--- src/rtl/mips_pkg.sv ---
// Shared definitions: ALU control codes (ALU + mult/div unit) and mult/div FSM states.
package mips_pkg;

    // 4-bit ALU control codes produced by the ALU controller
    localparam logic [3:0] ALU_AND   = 4'b0000;
    localparam logic [3:0] ALU_OR    = 4'b0001;
    localparam logic [3:0] ALU_ADD   = 4'b0010;
    localparam logic [3:0] ALU_SUB   = 4'b0110;
    localparam logic [3:0] ALU_SLT   = 4'b0111;
    localparam logic [3:0] ALU_NOR   = 4'b1100;
    localparam logic [3:0] ALU_MULT  = 4'b1000;
    localparam logic [3:0] ALU_MULTU = 4'b1001;
    localparam logic [3:0] ALU_DIV   = 4'b1010;
    localparam logic [3:0] ALU_DIVU  = 4'b1011;
    localparam logic [3:0] ALU_MTHI  = 4'b1110;
    localparam logic [3:0] ALU_MTLO  = 4'b1111;

    // Mult/div FSM state encoding
    typedef logic [1:0] muldiv_state_t;
    localparam muldiv_state_t MD_IDLE = 2'd0;
    localparam muldiv_state_t MD_CALC = 2'd1;
    localparam muldiv_state_t MD_FIX  = 2'd2;
    localparam muldiv_state_t MD_DONE = 2'd3;

    // True for the four multi-cycle codes (MULT, MULTU, DIV, DIVU)
    function automatic logic is_muldiv_op(input logic [3:0] code);
        return (code[3:2] == 2'b10);
    endfunction

    // True for the signed variants
    function automatic logic is_signed_op(input logic [3:0] code);
        return (code == ALU_MULT) || (code == ALU_DIV);
    endfunction

endpackage

--- src/rtl/muldiv_abs.sv ---
// Conditional two's-complement negate; used for operand magnitudes and result sign fix-up.
module muldiv_abs
    import mips_pkg::*;
#(
    parameter int unsigned WIDTH = 32
) (
    input  logic [WIDTH-1:0] i_data,
    input  logic             i_neg,
    output logic [WIDTH-1:0] o_data
);

    assign o_data = i_neg ? ((~i_data) + WIDTH'(1)) : i_data;

endmodule

--- src/rtl/mult_div_unit.sv ---
// Iterative multiply/divide unit with architectural HI/LO registers.
// MULT/MULTU/DIV/DIVU take WIDTH iterations plus a fix-up and a done cycle;
// MTHI/MTLO write HI/LO in a single cycle from IDLE.
module mult_div_unit
    import mips_pkg::*;
#(
    parameter int unsigned WIDTH = 32
) (
    input  logic             clk_i,
    input  logic             rst_i,
    input  logic             start_i,
    input  logic [3:0]       ALUCtrl_i,
    input  logic [WIDTH-1:0] src1_i,
    input  logic [WIDTH-1:0] src2_i,
    output logic             busy_o,
    output logic             done_o,
    output logic [WIDTH-1:0] hi_o,
    output logic [WIDTH-1:0] lo_o
);

    localparam int unsigned CW = $clog2(WIDTH);

    // Architectural and control state
    muldiv_state_t        r_state;
    logic [CW-1:0]        r_cnt;
    logic                 r_is_div;
    logic                 r_neg_res;   // quotient/product must be negated
    logic                 r_neg_rem;   // remainder takes the dividend's sign
    logic [WIDTH-1:0]     r_src1;      // original dividend, needed for divide-by-zero
    logic [WIDTH-1:0]     r_opnd;      // |src2|: multiplicand or divisor
    logic [2*WIDTH-1:0]   r_acc;       // mul: {partial product, multiplier}; div: low half = dividend/quotient
    logic [WIDTH-1:0]     r_rem;       // divide partial remainder
    logic [WIDTH-1:0]     r_hi;
    logic [WIDTH-1:0]     r_lo;

    // Operand entry
    logic                 w_is_muldiv;
    logic                 w_signed_op;
    logic [WIDTH-1:0]     w_abs_a;
    logic [WIDTH-1:0]     w_abs_b;

    // Iteration datapath
    logic [WIDTH:0]       w_mul_sum;
    logic [WIDTH:0]       w_div_shift;  // WIDTH+1-bit partial remainder after the shift-in
    logic [WIDTH:0]       w_div_diff;
    logic                 w_div_ge;
    logic [2*WIDTH-1:0]   w_acc_next;
    logic [WIDTH-1:0]     w_rem_next;

    // Fix-up datapath
    logic [2*WIDTH-1:0]   w_fix_in;
    logic [2*WIDTH-1:0]   w_fix_res;
    logic [WIDTH-1:0]     w_rem_fix;
    logic                 w_div_zero;

    assign w_is_muldiv = is_muldiv_op(ALUCtrl_i);
    assign w_signed_op = is_signed_op(ALUCtrl_i);

    muldiv_abs #(
        .WIDTH (WIDTH)
    ) u_abs_src1 (
        .i_data (src1_i),
        .i_neg  (w_signed_op & src1_i[WIDTH-1]),
        .o_data (w_abs_a)
    );

    muldiv_abs #(
        .WIDTH (WIDTH)
    ) u_abs_src2 (
        .i_data (src2_i),
        .i_neg  (w_signed_op & src2_i[WIDTH-1]),
        .o_data (w_abs_b)
    );

    // One shift-add or restoring-divide step per cycle
    always_comb begin
        w_mul_sum   = {1'b0, r_acc[2*WIDTH-1:WIDTH]} + (r_acc[0] ? {1'b0, r_opnd} : '0);
        w_div_shift = {r_rem, r_acc[WIDTH-1]};
        w_div_diff  = w_div_shift - {1'b0, r_opnd};
        // Remainder stays below the divisor, so no borrow means shift >= divisor
        w_div_ge    = ~w_div_diff[WIDTH];
        if (r_is_div) begin
            w_acc_next = {r_acc[2*WIDTH-1:WIDTH], r_acc[WIDTH-2:0], w_div_ge};
            w_rem_next = w_div_ge ? w_div_diff[WIDTH-1:0] : w_div_shift[WIDTH-1:0];
        end else begin
            w_acc_next = {w_mul_sum, r_acc[WIDTH-1:1]};
            w_rem_next = r_rem;
        end
    end

    // Sign correction of the raw magnitude result
    always_comb begin
        w_fix_in   = r_is_div ? {{WIDTH{1'b0}}, r_acc[WIDTH-1:0]} : r_acc;
        w_rem_fix  = r_neg_rem ? ((~r_rem) + WIDTH'(1)) : r_rem;
        w_div_zero = (r_opnd == '0);
    end

    muldiv_abs #(
        .WIDTH (2*WIDTH)
    ) u_abs_fix (
        .i_data (w_fix_in),
        .i_neg  (r_neg_res),
        .o_data (w_fix_res)
    );

    // FSM, iteration registers and HI/LO, with synchronous reset
    always_ff @(posedge clk_i) begin
        if (rst_i) begin
            r_state   <= MD_IDLE;
            r_cnt     <= '0;
            r_is_div  <= 1'b0;
            r_neg_res <= 1'b0;
            r_neg_rem <= 1'b0;
            r_src1    <= '0;
            r_opnd    <= '0;
            r_acc     <= '0;
            r_rem     <= '0;
            r_hi      <= '0;
            r_lo      <= '0;
        end else begin
            case (r_state)
                MD_IDLE: begin
                    if (start_i) begin
                        if (w_is_muldiv) begin
                            r_is_div  <= (ALUCtrl_i == ALU_DIV) || (ALUCtrl_i == ALU_DIVU);
                            r_neg_res <= w_signed_op & (src1_i[WIDTH-1] ^ src2_i[WIDTH-1]);
                            r_neg_rem <= w_signed_op & src1_i[WIDTH-1];
                            r_src1    <= src1_i;
                            r_opnd    <= w_abs_b;
                            r_acc     <= {{WIDTH{1'b0}}, w_abs_a};
                            r_rem     <= '0;
                            r_cnt     <= '0;
                            r_state   <= MD_CALC;
                        end else if (ALUCtrl_i == ALU_MTHI) begin
                            r_hi <= src1_i;
                        end else if (ALUCtrl_i == ALU_MTLO) begin
                            r_lo <= src1_i;
                        end
                    end
                end
                MD_CALC: begin
                    r_acc <= w_acc_next;
                    r_rem <= w_rem_next;
                    if (r_cnt == CW'(WIDTH - 1)) begin
                        r_cnt   <= '0;
                        r_state <= MD_FIX;
                    end else begin
                        r_cnt <= r_cnt + CW'(1);
                    end
                end
                MD_FIX: begin
                    if (!r_is_div) begin
                        r_hi <= w_fix_res[2*WIDTH-1:WIDTH];
                        r_lo <= w_fix_res[WIDTH-1:0];
                    end else if (w_div_zero) begin
                        r_hi <= r_src1;
                        r_lo <= '1;
                    end else begin
                        r_hi <= w_rem_fix;
                        r_lo <= w_fix_res[WIDTH-1:0];
                    end
                    r_state <= MD_DONE;
                end
                MD_DONE: begin
                    r_state <= MD_IDLE;
                end
                default: begin
                    r_state <= MD_IDLE;
                end
            endcase
        end
    end

    assign busy_o = (r_state != MD_IDLE);
    assign done_o = (r_state == MD_DONE);
    assign hi_o   = r_hi;
    assign lo_o   = r_lo;

endmodule

--- config.mk ---
export PLATFORM = sky130hd
export DESIGN_NAME = mult_div_unit
export DESIGN_NICKNAME = d
export VERILOG_FILES = /design/src/rtl/mips_pkg.sv /design/src/rtl/muldiv_abs.sv /design/src/rtl/mult_div_unit.sv
export SDC_FILE = /design/constraint.sdc
export NUM_CORES = 1
export LEC_CHECK = 0
export BUFFER_PORTS_ARGS = -buffer_cell sky130_fd_sc_hd__buf_2
export CORE_ASPECT_RATIO = 0.75
export CORE_MARGIN = 5
export CORE_UTILIZATION = 38
export CTS_CLUSTER_SIZE = 12
export DETAILED_ROUTE_END_ITERATION = 8
export PLACE_DENSITY = 0.59
export SYNTH_ARGS = -nofsm -noshare
export SYNTH_HDL_FRONTEND = slang
export SYNTH_HIERARCHICAL = 1
export SYNTH_SLANG_ARGS = --single-unit
--- constraint.sdc ---
create_clock -name clk_i -period 3.6 [get_ports clk_i]
set_clock_uncertainty 0.05 [all_clocks]
set_input_delay 0.54 -clock clk_i [delete_from_list [all_inputs] [get_ports clk_i]]
set_output_delay 0.54 -clock clk_i [all_outputs]
set_load 0.03 [all_outputs]
Word level (Yosys, flattened, before mapping) --
Index checks and enable logic that the tools add are counted.
Storage, ports and cells: logic and storage cells 97, flip-flop bits (word level) 234, output and inout port bits 66
Cells by class: reductions and logical operators 14, $add $sub $neg 7, bitwise logic cells 9, mux-type cells 36, eq/ne operators 19
Operators with widths (count):
- two-way mux 32 bit | 19
- two-way mux 64 bit | 5
- one-hot mux 32 bit (2 select lines) | 3
- one-hot mux 64 bit (2 select lines) | 1
- adder 32 x 1 -> 32 bit (second input constant) | 3
- inverter 32 bit | 3
- adder 64 x 1 -> 64 bit (second input constant) | 1
- inverter 64 bit | 1
- adder 32 x 32 -> 33 bit | 1
- subtractor 33 x 32 -> 33 bit | 1
- zero test 32 bit | 1
- == test 4 bit (second input constant) | 5
- inequality test 2 bit (second input constant) | 9
- two-way mux 5 bit | 3
- AND reduction 4 bit | 3
- one-hot mux 5 bit (2 select lines) | 1
- AND reduction 3 bit | 3
- one-hot mux 2 bit (4 select lines) | 1
- == test 2 bit (second input constant) | 3
- two-way mux 2 bit | 3
- nonzero test 2 bit | 3
- adder 5 x 1 -> 5 bit (second input constant) | 1
- == test 5 bit (second input constant) | 1
- AND reduction 5 bit | 1
- other kinds (6) | 9

Longest topological paths before layout --
depth after elaboration 7, mapped depth 14

Hierarchy --
Netlist, hierarchy kept.
By module, submodules not included:
- mult_div_unit | cells an instance 1899, sequential area each 4684.5 sq um, times used 1, area an instance 14388.8 sq um
- muldiv_abs at u_abs_fix | cells an instance 206, sequential area each 0.0 sq um, times used 1, area an instance 1649.1 sq um
- muldiv_abs at u_abs_src1 ... | cells an instance 99, sequential area each 0.0 sq um, times used 2, area an instance 777.0 sq um

Least setup slack after synthesis --
OpenSTA, ideal clock, no wires.
path type reg2reg, start point register r_is_div, end point register r_hi[28], in the netlist hi_o[28], setup time 0.070 ns, cell stages (with the launch flop) 14, path slack -0.122 ns, data arrival time 3.602 ns, data required time 3.480 ns, path through dfxtp_1 clkbuf_1 clkbuf_1 clkbuf_1 nor2_1 or4_4 or3_4 or3_4 o41ai_4 xnor2_1 o2bb2ai_1 a31oi_1 a211o_1 a21oi_1
Between the ends: longest elaborated chain between the ends 6
Ends and longest elaborated chain:
- start, declared | RTL line mult_div_unit.sv:26 | logic r_is_div;
- start signal, assigned | RTL line mult_div_unit.sv:125 | r_is_div <= (ALUCtrl_i == ALU_DIV) || (ALUCtrl_i == ALU_DIVU);
- two-way mux 64 bit | RTL line mult_div_unit.sv:93 | w_fix_in = r_is_div ? {{WIDTH{1'b0}}, r_acc[WIDTH-1:0]} : r_acc;
- net w_fix_in[33] | RTL line mult_div_unit.sv:51 | logic [2*WIDTH-1:0] w_fix_in;
- inverter 64 bit | RTL line muldiv_abs.sv:12 | assign o_data = i_neg ? ((~i_data) + WIDTH'(1)) : i_data;
- adder 64 x 1 -> 64 bit | RTL line muldiv_abs.sv:12
- two-way mux 64 bit | RTL line muldiv_abs.sv:12
- net w_fix_res[60] | RTL line mult_div_unit.sv:52 | logic [2*WIDTH-1:0] w_fix_res;
- two-way mux 32 bit | RTL line mult_div_unit.sv:152 | if (!r_is_div) begin
- one-hot mux 32 bit (2 select lines) | RTL line mult_div_unit.sv:121 | case (r_state)
- end signal, assigned | RTL line mult_div_unit.sv:153 | r_hi <= w_fix_res[2*WIDTH-1:WIDTH];
- end signal, assigned | RTL line mult_div_unit.sv:156 | r_hi <= r_src1;
- end signal, assigned | RTL line mult_div_unit.sv:159 | r_hi <= w_rem_fix;
- end, declared | RTL line mult_div_unit.sv:33 | logic [WIDTH-1:0] r_hi;
The timed path passes the listed nets, and every way through them passes these cells. A chain may end at the register's enable or synchronous reset.

Worst setup path in the final report --
start point register r_is_div, end point register r_hi[20], in the netlist hi_o[20]
The elaborated chain is that of the path after synthesis.

==> results_dict.tcl <==
set metrics [dict create \
    vias_per_cell 5.82 \
    cap_viol_max_count 0 \
    period_share_pct 94.3 \
    crit_chain "nor2_1 -> or4_4 -> nor4_1 -> nand4_2 -> o21ai_0 -> xnor2_1 -> a21oi_1 -> a211oi_1 -> a21oi_1 -> nor2_1" \
    synthTopCellsByArea "dfxtp_1 27%, nand2_1 8.2%, xnor2_1 8.2%" \
    ir_worst_vdd_mv 0.422 \
    p_leak_nw 7.71 \
    rsz0062_at_grt "yes" \
    grt_pass1_wl_um 99400 \
    yosysWarnings 6 \
    grt_pass1_vias 16500 \
    cpLargestDelayFamily "simple AND/OR/NAND/NOR gates" \
    setup_viol 0 \
    post_cts_buffers 0 \
    drt_wl_total_um 65200 \
    vias 17600 \
    synth.distinct_cells 85 \
    portBuffers 136 \
    seq_area_frac_synth_pct 26.6 \
    htreeDepth 1 \
    syn_inst 2303 \
    diodes 0 \
    min_period_ps 3390 \
    hold_buffers 0 \
    synth-edff-count 0 \
    syn_area_per_cell_um2 7.64 \
    syn_area_um2 17600 \
    max_stage_delay_ps 580 \
    dp_slack_ps 43.7 \
    clock_path_buffers 3 \
    hold_path_class "primary input to flop" \
    clk_latency_ps 580 \
    cts_sinks 234 \
    startpoint_type "flop" \
    synth_top_area_share_pct 26.6 \
    crit_arrival_ps 3850 \
    max_freq_mhz 295 \
    grt_usage_pct 24.5 \
    worst-path-buf-inv 0 \
    synth.most_common_cell "nand2_1" \
    wire_per_inst_um 21.6 \
    synth-seq-cells 234 \
    slew_headroom_pct 27.8 \
    core-area_um2 45900 \
    area_growth_pct 14.6 \
    drc 0 \
    synthFlopType "dfxtp_1" \
    initial_core_util_pct 38.4 \
    antenna_found_initial 1 \
    worstMarginPinSlew_ps 1080 \
    hpwlAfterDp_um 49400 \
    die_y_um 196 \
    tritoncts "done" \
    drv_slew 0 \
    pin_count 137 \
    ant_nets 0 \
    drt-pass1-iter-count 5 \
    hold_viol_final 0 \
    power_density_nw_per_um2 485 \
    drive_above_1_share_pct 14.9 \
    yosys.area.top_type "dfxtp_1" \
    gp_congestion 0.961 \
    synthArstFlopShare_pct 0 \
    outcome "complete, no violations" \
    clk_pin_slew_ps 60 \
    rows 68 \
    overflow 0 \
    postLayoutCoreUtil_pct 44.0 \
    fin_ws_ps 207 \
    ys_top_cells_by_count "386 x nand2_1, 254 x a21oi_1, 234 x dfxtp_1" \
    critPathRequiredTime_ps 4060 \
    slowest_stage "or4_4" \
    syn-num-nets 2450 \
    grt_max_degree 74 \
    dr.first_iter.drc_count 1549 \
    path_class "flop to flop" \
    cp-end-kind "flop" \
    fp.dieW_um 258 \
    fin_nets 2549 \
    dieArea_um2 50700 \
    root_buffer "clkbuf_16" \
    cts_buffers 28 \
    critPathMaxFanout 29 \
]
metrics by stage:
stage,hold slack (ps),std cells,setup TNS [ps],instance area [um2],power [mW]
floorplan,381,2303,0,17600,5.40
global placement,386,2967,0,19100,6.53
detailed placement,394,2967,0,19100,6.56
CTS,222,3019,0,20100,9.73
global route,247,3019,-14.5,20200,10.2
finish,238,3019,0,20200,9.77
where the power goes:
group          total [mW]  switching (mW)  internal (mW)  leakage (nW)
Sequential           2.98           0.232           2.75          1.89
Clock                3.17            1.25           1.92         0.499
Combinational        3.62            2.38           1.24          5.31
what timing repair did:
| action | CTS | global route |
|---|---|---|
| endpoints found under the setup margin | 0 | 14 |
| hold endpoints to repair | 0 | 0 |
| gates resized for setup | 0 | 12 |
logic make-up (layout without fill, tap and decap cells):
| logic type | count (synthesis) | in the layout | share of synthesized area (%) |
|---|---|---|---|
| adders and majority gates | 76 | 76 | 5.49 |
| AOI/OAI and AO/OA | 707 | 707 | 26.2 |
| xor gates and xnor gates | 211 | 211 | 10.5 |
| buffers and inverters | 204 | 325 | 4.55 |
| muxes | 63 | 63 | 3.59 |
| DFF | 234 | 234 | 26.6 |
| and+or+nand+nor | 808 | 808 | 23.1 |
tightest hold or removal path: stages:
cell     delay [ps]
buf_2           150
nand2_1          70
a21oi_1          50
state kept, by name, summed over array words and instances, names as in the netlist:
signal	cells
hi_o	32
lo_o	32
r_acc	64
r_cnt	5
r_is_div	1
r_neg_rem	1
r_neg_res	1
r_opnd	32
r_rem	32
r_src1	32
r_state	2
cell type report:
| cell class | count | area (um2) |
|---|---|---|
| Clock buffer | 40 | 847 |
| Inverter | 64 | 240 |
| Sequential cell | 234 | 4690 |
| Tap cell | 595 | 744 |
| Timing Repair Buffer | 209 | 1250 |
| Multi-Input combinational cell | 1865 | 12200 |
| Fill cell | 4652 | 25700 |
| Clock inverter | 12 | 169 |
per-layer routing:
metal	vias to the layer above	track usage, %	share of wire (%)
li1	8443	-	-
met1	8391	36.8	48
met2	655	34.9	40
met3	89	6.99	9.7
met4	2	5.31	2.2
met5	-	0	0.020
worst paths after layout:
check | to | startpoint | slack, ps | cells past startpoint
setup / recovery | hi_o[20] | r_is_div | 210 | 10
hold / removal | r_src1[22] | src1_i[22] | 240 | 3
setup reg to reg | hi_o[20] | r_is_div | 210 | 10
hold reg to reg | lo_o[24] | lo_o[24] | 400 | 2
cells in the final DEF (no fill, tap or decap), types with 18 or more instances in the layout:
| cell | n |
|---|---|
| nor2_1 | 130 |
| nand2_1 | 386 |
| xor2_1 | 47 |
| nand3_1 | 30 |
| ha_1 | 72 |
| o21ai_0 | 140 |
| inv_1 | 63 |
| nor3_1 | 21 |
| nor4_1 | 18 |
| o31ai_1 | 50 |
| nand4_1 | 20 |
| o41ai_1 | 22 |
| xnor2_1 | 164 |
| a211oi_1 | 28 |
| a21oi_1 | 251 |
| mux2i_1 | 62 |
| and2_1 | 36 |
| buf_2 | 135 |
| dfxtp_1 | 231 |
| a21o_1 | 31 |
| nor2b_1 | 45 |
| buf_4 | 72 |
| clkbuf_16 | 29 |
| o221ai_1 | 33 |
| o211ai_1 | 31 |
No activity file was read; power rests on OpenSTA's default activity.
